--- src/rtl/result_uart_tx_pkg.sv ---
// Shared types and constants for the result UART transmitter.
// The PARITY state is only entered when RESULT_UART_TX_PARITY_EN is defined.
package result_uart_tx_pkg;

    localparam int unsigned STAT_STROBE = 0;
    localparam int unsigned STAT_HALT   = 1;
    localparam int unsigned STAT_CNT_LO = 2;
    localparam int unsigned STAT_CNT_HI = 3;

    localparam logic UART_IDLE = 1'b1;

    typedef enum logic [2:0] {
        ST_IDLE   = 3'd0,
        ST_START  = 3'd1,
        ST_DATA   = 3'd2,
        ST_PARITY = 3'd3,
        ST_STOP   = 3'd4
    } tx_state_e;

    function automatic logic even_parity(input logic [7:0] b);
        return ^b;
    endfunction

endpackage

--- src/rtl/uart_tx_core.sv ---
// Byte serializer: start, 8 data bits LSB first, optional even parity
// (RESULT_UART_TX_PARITY_EN), stop. Accepts a byte on valid_i && ready_c_o.
module uart_tx_core
    import result_uart_tx_pkg::*;
#(
    parameter int unsigned CLKS_PER_BIT = 868
) (
    input  logic       clk,
    input  logic       rst,
    input  logic [7:0] data_i,
    input  logic       valid_i,
    output logic       ready_c_o,
    output logic       txd_o,
    output logic       active_o
);

    localparam int unsigned TW = (CLKS_PER_BIT > 1) ? $clog2(CLKS_PER_BIT) : 1;
    localparam logic [TW-1:0] BIT_LAST = TW'(CLKS_PER_BIT - 1);

    tx_state_e     state_q, state_d;
    logic [TW-1:0] timer_q, timer_d;
    logic [2:0]    idx_q, idx_d;
    logic [7:0]    data_q, data_d;
    logic          txd_q, txd_d;
    logic          active_q, active_d;
    logic          bit_end;

    assign bit_end   = (timer_q == BIT_LAST);
    assign txd_o     = txd_q;
    assign active_o  = active_q;

    always_ff @(posedge clk) begin
        if (rst) begin
            state_q  <= ST_IDLE;
            timer_q  <= '0;
            idx_q    <= '0;
            data_q   <= '0;
            txd_q    <= UART_IDLE;
            active_q <= 1'b0;
        end else begin
            state_q  <= state_d;
            timer_q  <= timer_d;
            idx_q    <= idx_d;
            data_q   <= data_d;
            txd_q    <= txd_d;
            active_q <= active_d;
        end
    end

    // Next state; the bit-timer restarts from zero on every state change.
    always_comb begin
        state_d   = state_q;
        timer_d   = timer_q + TW'(1);
        idx_d     = idx_q;
        data_d    = data_q;
        ready_c_o = 1'b0;

        case (state_q)
            ST_IDLE: begin
                timer_d = '0;
                if (valid_i) begin
                    ready_c_o = 1'b1;
                    data_d    = data_i;
                    state_d   = ST_START;
                end
            end
            ST_START: begin
                if (bit_end) begin
                    timer_d = '0;
                    state_d = ST_DATA;
                end
            end
            ST_DATA: begin
                if (bit_end) begin
                    timer_d = '0;
                    idx_d   = idx_q + 3'd1;
                    if (idx_q == 3'd7) begin
`ifdef RESULT_UART_TX_PARITY_EN
                        state_d = ST_PARITY;
`else
                        state_d = ST_STOP;
`endif
                    end
                end
            end
`ifdef RESULT_UART_TX_PARITY_EN
            ST_PARITY: begin
                if (bit_end) begin
                    timer_d = '0;
                    state_d = ST_STOP;
                end
            end
`endif
            ST_STOP: begin
                if (bit_end) begin
                    timer_d = '0;
                    // Back-to-back frames: pop the next byte straight from STOP.
                    if (valid_i) begin
                        ready_c_o = 1'b1;
                        data_d    = data_i;
                        state_d   = ST_START;
                    end else begin
                        state_d = ST_IDLE;
                    end
                end
            end
            default: begin
                timer_d = '0;
                idx_d   = '0;
                state_d = ST_IDLE;
            end
        endcase

        active_d = (state_d != ST_IDLE);

        case (state_d)
            ST_START:  txd_d = 1'b0;
            ST_DATA:   txd_d = data_d[idx_d];
`ifdef RESULT_UART_TX_PARITY_EN
            ST_PARITY: txd_d = even_parity(data_d);
`endif
            default:   txd_d = UART_IDLE;
        endcase
    end

endmodule

--- src/rtl/result_uart_tx.sv ---
// Stages core results, queues their bytes in a FIFO and sends them over UART.
// Even parity framing is enabled by defining RESULT_UART_TX_PARITY_EN.
module result_uart_tx
    import result_uart_tx_pkg::*;
#(
    parameter int unsigned CLKS_PER_BIT = 868,
    parameter int unsigned FIFO_DEPTH   = 16
) (
    input  logic        clk,
    input  logic        rst,
    input  logic [31:0] status,
    input  logic [31:0] result_bytes,
    output logic        txd,
    output logic        busy,
    output logic        overflow,
    output logic        done
);

    localparam int unsigned AW = $clog2(FIFO_DEPTH);
    localparam int unsigned CW = AW + 1;
    localparam logic [CW-1:0] FIFO_FULL = CW'(FIFO_DEPTH);

    logic [31:0]   stg_data_q, stg_data_d;
    logic [2:0]    stg_cnt_q, stg_cnt_d;
    logic [7:0]    fifo_mem_q [FIFO_DEPTH];
    logic [AW-1:0] wr_ptr_q, wr_ptr_d;
    logic [AW-1:0] rd_ptr_q, rd_ptr_d;
    logic [CW-1:0] fifo_cnt_q, fifo_cnt_d;
    logic          ovf_q, ovf_d;

    logic strobe, capture, push, pop;
    logic stg_valid, fifo_valid, fifo_full, core_active;
    logic unused_status;

    assign unused_status = ^status[31:4];

    assign strobe     = status[STAT_STROBE];
    assign stg_valid  = (stg_cnt_q != 3'd0);
    assign fifo_valid = (fifo_cnt_q != '0);
    assign fifo_full  = (fifo_cnt_q == FIFO_FULL);
    assign capture    = strobe && !stg_valid;
    // A full FIFO still takes a byte when the transmitter pops in the same cycle.
    assign push       = stg_valid && (!fifo_full || pop);

    always_comb begin
        stg_data_d = stg_data_q;
        stg_cnt_d  = stg_cnt_q;
        wr_ptr_d   = wr_ptr_q;
        rd_ptr_d   = rd_ptr_q;
        fifo_cnt_d = fifo_cnt_q;
        ovf_d      = ovf_q | (strobe & stg_valid);

        if (capture) begin
            stg_data_d = result_bytes;
            stg_cnt_d  = 3'(status[STAT_CNT_HI:STAT_CNT_LO]) + 3'd1;
        end else if (push) begin
            stg_data_d = {8'h00, stg_data_q[31:8]};
            stg_cnt_d  = stg_cnt_q - 3'd1;
        end

        if (push) begin
            wr_ptr_d = wr_ptr_q + AW'(1);
        end
        if (pop) begin
            rd_ptr_d = rd_ptr_q + AW'(1);
        end
        if (push && !pop) begin
            fifo_cnt_d = fifo_cnt_q + CW'(1);
        end else if (pop && !push) begin
            fifo_cnt_d = fifo_cnt_q - CW'(1);
        end
    end

    always_ff @(posedge clk) begin
        if (rst) begin
            stg_data_q <= '0;
            stg_cnt_q  <= '0;
            wr_ptr_q   <= '0;
            rd_ptr_q   <= '0;
            fifo_cnt_q <= '0;
            ovf_q      <= 1'b0;
        end else begin
            stg_data_q <= stg_data_d;
            stg_cnt_q  <= stg_cnt_d;
            wr_ptr_q   <= wr_ptr_d;
            rd_ptr_q   <= rd_ptr_d;
            fifo_cnt_q <= fifo_cnt_d;
            ovf_q      <= ovf_d;
        end
    end

    // Storage array needs no reset; occupancy is tracked by the pointers.
    always_ff @(posedge clk) begin
        if (push) begin
            fifo_mem_q[wr_ptr_q] <= stg_data_q[7:0];
        end
    end

    uart_tx_core #(
        .CLKS_PER_BIT(CLKS_PER_BIT)
    ) u_core (
        .clk      (clk),
        .rst      (rst),
        .data_i   (fifo_mem_q[rd_ptr_q]),
        .valid_i  (fifo_valid),
        .ready_c_o(pop),
        .txd_o    (txd),
        .active_o (core_active)
    );

    assign overflow = ovf_q;
    assign busy     = stg_valid | fifo_valid | core_active;
    assign done     = status[STAT_HALT] & ~busy;

endmodule

--- config.mk ---
export PLATFORM = sky130hd
export DESIGN_NAME = result_uart_tx
export DESIGN_NICKNAME = d
export VERILOG_FILES = /design/src/rtl/result_uart_tx_pkg.sv /design/src/rtl/uart_tx_core.sv /design/src/rtl/result_uart_tx.sv
export SDC_FILE = /design/constraint.sdc
export NUM_CORES = 1
export LEC_CHECK = 0
export ABC_AREA = 1
export CAP_MARGIN = 0
export CORE_MARGIN = 4
export CORE_UTILIZATION = 55
export CTS_CLUSTER_DIAMETER = 200
export DETAILED_ROUTE_END_ITERATION = 12
export GPL_ROUTABILITY_DRIVEN = 0
export HOLD_SLACK_MARGIN = 0.06
export MAX_ROUTING_LAYER = met4
export PLACE_DENSITY = 0.81
export SLEW_MARGIN = 10
export SYNTH_ARGS = -nofsm -noshare
export SYNTH_HDL_FRONTEND = slang
export SYNTH_HIERARCHICAL = 1
export SYNTH_SLANG_ARGS = --single-unit
export TNS_END_PERCENT = 100
--- constraint.sdc ---
create_clock -name clk -period 3.28 [get_ports clk]
set_clock_uncertainty 0.1 [all_clocks]
set_input_delay 0.656 -clock clk [delete_from_list [all_inputs] [get_ports clk]]
set_output_delay 0.656 -clock clk [all_outputs]
set_load 0.05 [all_outputs]
[After elaboration in Yosys (flattened, before gate mapping)]
Memories as Yosys holds them, arrays and structs flattened. A register that Yosys moved wholly into a read port is not among the register bits.
Cells that the tools add are included.
Cells by class
  add/sub/neg operators: 8
  multiply operators: 0
  div/mod/pow operators: 0
  $lt $le $gt $ge: 1
  equality and inequality tests: 8
  shift operators: 0
  multiplexer cells: 28
  bitwise operators: 7
  reduce and logical (&&, ||, !) cells: 18
Operator list (number)
  $mux W32: 2
  $mux W3: 8
  $mux W8: 2
  $pmux W8 S2: 1
  $pmux W3 S4: 1
  $add A10 B1 Y10 const B: 1
  $eq A10 B10 Y1 const B: 1
  $mux W5: 2
  $reduce_or A3 Y1: 3
  $add A4 B1 Y4 const B: 2
  $mux W4: 2
  $eq A3 B1 Y1 const B: 2
  $eq A3 B2 Y1 const B: 2
  $eq A3 B3 Y1 const B: 2
  $mux W1: 6
  $pmux W3 S2: 1
  $reduce_bool A3 Y1: 2
  $add A5 B1 Y5 const B: 1
  $eq A5 B5 Y1 const B: 1
  $reduce_bool A5 Y1: 1
  $sub A5 B1 Y5 const B: 1
  $logic_and A1 B1 Y1: 4
  $logic_not A1 Y1: 4
  $lt A3 B4 Y1 const B: 1
  other kinds (11): 17
Storage, ports and cells
  bits in registers: 75
  latch bits: 0
  memory bits (writable): 128
  memory bits (read-only): 0
  input port bits: 66
  logic and storage cells: 83
  memories: 1
Memories
  fifo_mem_q: depth 16, width 8, rd ports 1, clocked after memory_dff 1, write ports 1, RTL line result_uart_tx.sv:25  | logic [7:0] fifo_mem_q [FIFO_DEPTH];

[Logic depth before layout (Yosys ltp)]
  word-level depth: 10
  mapped depth: 23
  depth with buffers taken out: 22

[Hierarchy]
Netlist, hierarchy kept.
Modules (own cells, without submodules)
  result_uart_tx: instances 1, cells an instance 807, area each 7863.8 µm², sequential area each 4904.7 µm²
  uart_tx_core: instances 1, cells an instance 189, area each 1325.0 µm², sequential area each 520.5 µm²

[Worst setup path after synthesis]
No wires, ideal clock.
  path kind: flip-flop to output port
  start: register stg_cnt_q[0]
  end: output done
  arrival: 2.158 ns
  slack: 0.366 ns
  stages on the path, launching flop included: 7
  path buffers: 0
  path through: dfxtp_1 -> inv_1 -> ha_1 -> nand2_1 -> nor2_1 -> nand4_1 -> nor2_1
Between the ends
  longest elaborated chain between the ends: 5
RTL lines
  from (decl): RTL line result_uart_tx.sv:24  | logic [2:0] stg_cnt_q, stg_cnt_d;
  from (signal assigned): RTL line result_uart_tx.sv:84  | stg_cnt_q <= stg_cnt_d;
  $reduce_bool A3 Y1: RTL line result_uart_tx.sv:38  | assign stg_valid = (stg_cnt_q != 3'd0);
  $or A1 B1 Y1 (2 in series): RTL line result_uart_tx.sv:112  | assign busy = stg_valid | fifo_valid | core_active;
  net busy: RTL line result_uart_tx.sv:14  | output logic busy,
  $not A1 Y1: RTL line result_uart_tx.sv:113  | assign done = status[STAT_HALT] & ~busy;
  $and A1 B1 Y1: RTL line result_uart_tx.sv:113
  to (decl): RTL line result_uart_tx.sv:16  | output logic done
The timed path passes the listed nets, and every way through them passes these cells.

[Final worst setup path]
  start: register stg_cnt_q[0]
  end: output busy
Between the ends
  longest elaborated chain between the ends: 3
RTL lines (RTL line)
  $reduce_bool A3 Y1: result_uart_tx.sv:38
  $or A1 B1 Y1 (2 in series): result_uart_tx.sv:112
  to (decl): result_uart_tx.sv:14
No other way between the ends.

==> metrics.csv <==
stage;metric;value;unit
route;mean number of vias per cell;5.43;
sta;pin slew with the least headroom to its limit;1230;ps
logic_synthesis;number of flops mapped to enable cells by yosys;128;
route;post-detailed-route DRC marker count;0;
floorplan;num ports;70;
logic_synthesis;post-synthesis cell area;0.00919;mm^2
clocking;Longest Clk Path Bufs;3;
cells_and_area;area grow syn2layout;13.8;%
pwr;switch share;0.377;
logic_synthesis;ys async rst share;0;
pwr;part of the power in registers;0.385;
placement;DP Worst Slack;118;ps
flow_run;max cap viols;0;
sta;fin. max-slew vios;0;
clocking;Num CTS Buffers;21;
cells_and_area;Core Util, Final;0.649;
sta;Final Hold Slack;350;ps
route;Routed wire per std cell;15.0;um
sta;unrepaired setup endpoints after global routing;true;
logic_synthesis;top post-synthesis cells by area;edfxtp_1, dfxtp_1, nand2_1, nand3_1, nor2_1;
route;post-route ant nets;0;
clocking;Root Buffer;clkbuf_16;
placement;placed insts;1221;
pwr;worst vdd ir;0.000545;V
worst_setup_path;flop2flop setup slack;270;ps
worst_setup_path;CP Max Fanout;3;
cells_and_area;Ant. Diodes;0;
logic_synthesis;synth cell count leaders;nand2_1, edfxtp_1, nor2_1, nand3_1, inv_1;
worst_setup_path;WS Path Type;flop to output pin;
worst_setup_path;crit path launch type;flop;
worst_setup_path;Worst Setup End Kind;output pin;
logic_synthesis;YS warnings;6;
logic_synthesis;ys flop type;edfxtp_1;
clocking;H-tree depth;1;
logic_synthesis;Synth cell types;37;
pwr;power density cells;882;mW/mm^2
cells_and_area;Fillers;1259;
pwr;leakage power;4.11;nW
floorplan;Core Area;0.0161;mm^2
global_routing;largest net degree at the start of global routing;89;
route;Pre-antenna DRT Iters;7;
logic_synthesis;Post-Synthesis Cells;996;
logic_synthesis;area leader, netlist;edfxtp_1;
status;status;finished clean;
route;vias;6837;
clocking;Clk pin slew, worst setup/hold paths;60;ps
global_routing;first-pass GRT wire length;30.6;mm
clocking;CTS Hold Bufs;0;
global_routing;GRT Resource Usage Total;0.209;
logic_synthesis;sequential share of the synthesized area;0.590;
logic_synthesis;syn avg cell area;9.23;um^2
logic_synthesis;Synth Register Bits;207;
sta;maximum operating frequency;324;MHz
logic_synthesis;cell with the most instances after synthesis;nand2_1;
floorplan;Initial Util;0.570;
route;routed wire length;19.0;mm
global_routing;initial antenna violation count;0;
min_path;Hold Crit Class;flop to flop;
floorplan;row count;46;
sta;Final setup viols;0;
clocking;clk sinks;207;
cells_and_area;Final #Nets;1112;
floorplan;die width;137;um
clocking;worst skew pair latency;500;ps
logic_synthesis;area share of the largest cell type after synthesis;0.418;
pwr;sw power;0.00347;W
clocking;CTS tree;built;
sta;Final Cycle Share;0.942;
sta;headroom to the max-slew limit;0.176;
sta;fin crit period;3090;ps
pwr;Comb power frac;0.359;
floorplan;Vert. Die Dim;137;um
worst_setup_path;crit path DAT;2330;ps
pwr;Clk pwr share;0.256;
placement;Port Buffer Count;41;
floorplan;DIE AREA;0.0188;mm^2
global_routing;grt total ovfl;0;
global_routing;vias in the first global route;6300;
cells_and_area;fraction of final layout cells sized beyond drive strength 1;0.0833;
sta;setup ws final;191;ps
worst_setup_path;WP data required;2520;ps
sta;Hold Vio Cnt, Final;0;
cells_and_area;Non-Filler Instances;1260;
route;1st-iter DRT viols;764;
placement;dpl hpwl;12.2;mm
logic_synthesis;Post-Syn Nets;1079;
pwr;internal power;0.00575;W
## repair_timing
item                       4_1_cts  5_1_grt
setup buffers                    0        1
hold endpoints to repair         0        0
resized for setup                0        6
setup endpoints to repair        0       15
## area by class of cell
type / count / area [um^2] / area share
multi-input cells: 649 / 3190 / 0.306
repair buffers: 58 / 536 / 0.0512
inverters: 92 / 349 / 0.0334
clock inverters: 13 / 138 / 0.0132
clock buffers: 25 / 541 / 0.0517
well taps: 216 / 270 / 0.0259
flip-flops and latches: 207 / 5430 / 0.519
## registers in the layout, summed over array words and instances, names as in the netlist, named ones only
signal	flops
fifo_mem_q	128
stg_data_q	32
u_core/timer_q	10
u_core/data_q	8
fifo_cnt_q	5
rd_ptr_q	4
wr_ptr_q	4
stg_cnt_q	3
u_core/idx_q	3
u_core/state_q	3
overflow	1
u_core/active_o	1
u_core/txd_o	1
## cells in the final DEF, fill, tap and decap left out, types with 3 or more instances in the layout
cell             instances
nand3_1                100
buf_4                   17
nor2_4                   3
clkdlybuf4s50_1         39
nor3_1                  15
clkinv_1                 5
xnor2_1                  5
dfxtp_1                 78
clkbuf_16               21
nand3_2                  3
nand3b_1                 5
xor2_1                   5
inv_1                   80
o211ai_1                22
nand2_2                  6
ha_1                    15
nor2_2                   3
nor2_1                 106
bufinv_16                3
clkbuf_1                 4
clkinv_2                 4
a21oi_1                 52
edfxtp_1               128
nand2_1                236
inv_2                   11
o21ai_0                 52
## worst max-delay path: stages (launching register included)
cell and delay (ps):
dfxtp_1 300, inv_1 60, ha_1 250, nand2_1 250, nor2_1 70, nand4_1 90
clkdlybuf4s50_1 820
## cell families (layout without fill, tap and decap cells)
logic type	Yosys count	after routing	synth area share
xor gates and xnor gates	10	10	0.00953
and+or+nand+nor	488	488	0.231
DFF	207	207	0.590
buffers and inverters	140	188	0.0645
AOI/OAI and AO/OA	134	134	0.0806
adders and majority gates	17	17	0.0240
## metal layers
metal / vias to the layer above / routed length (um) / GRT usage
met3: 45 / 1580 / 0.0351
met4: 0 / 493 / 0.0698
met1: 3148 / 7780 / 0.276
met5: - / 0 / -
li1: 3380 / - / -
met2: 264 / 9100 / 0.332
## path summary, 6_finish.rpt
kind / start / end / cells after the start
hold reg to reg: u_core/timer_q[0] / u_core/timer_q[0] / 1
setup reg to reg: u_core/timer_q[0] / fifo_cnt_q[3] / 20
setup / recovery: stg_cnt_q[0] / busy / 6
hold / removal: u_core/timer_q[0] / u_core/timer_q[0] / 1
## stage by stage
step	power, W	cell area [um^2]	TNS (ps)
floorplan	0.00614	9190	0
global placement	0.00675	9740	0
finish	0.00922	10500	0
global route	0.00985	10500	-99.4
detailed placement	0.00685	9740	0
CTS	0.00921	10400	0
## power by group through the flow
stage	Clock [W]	Combinational, W	Sequential [W]
3_3_place_gp	0	0.00317	0.00359
6_report	0.00236	0.00331	0.00355
3_5_place_dp	0	0.00325	0.00360
2_1_floorplan	0	0.00262	0.00352
4_1_cts	0.00240	0.00327	0.00355
5_1_grt	0.00251	0.00375	0.00360
Power figures use the tool's default switching activity.
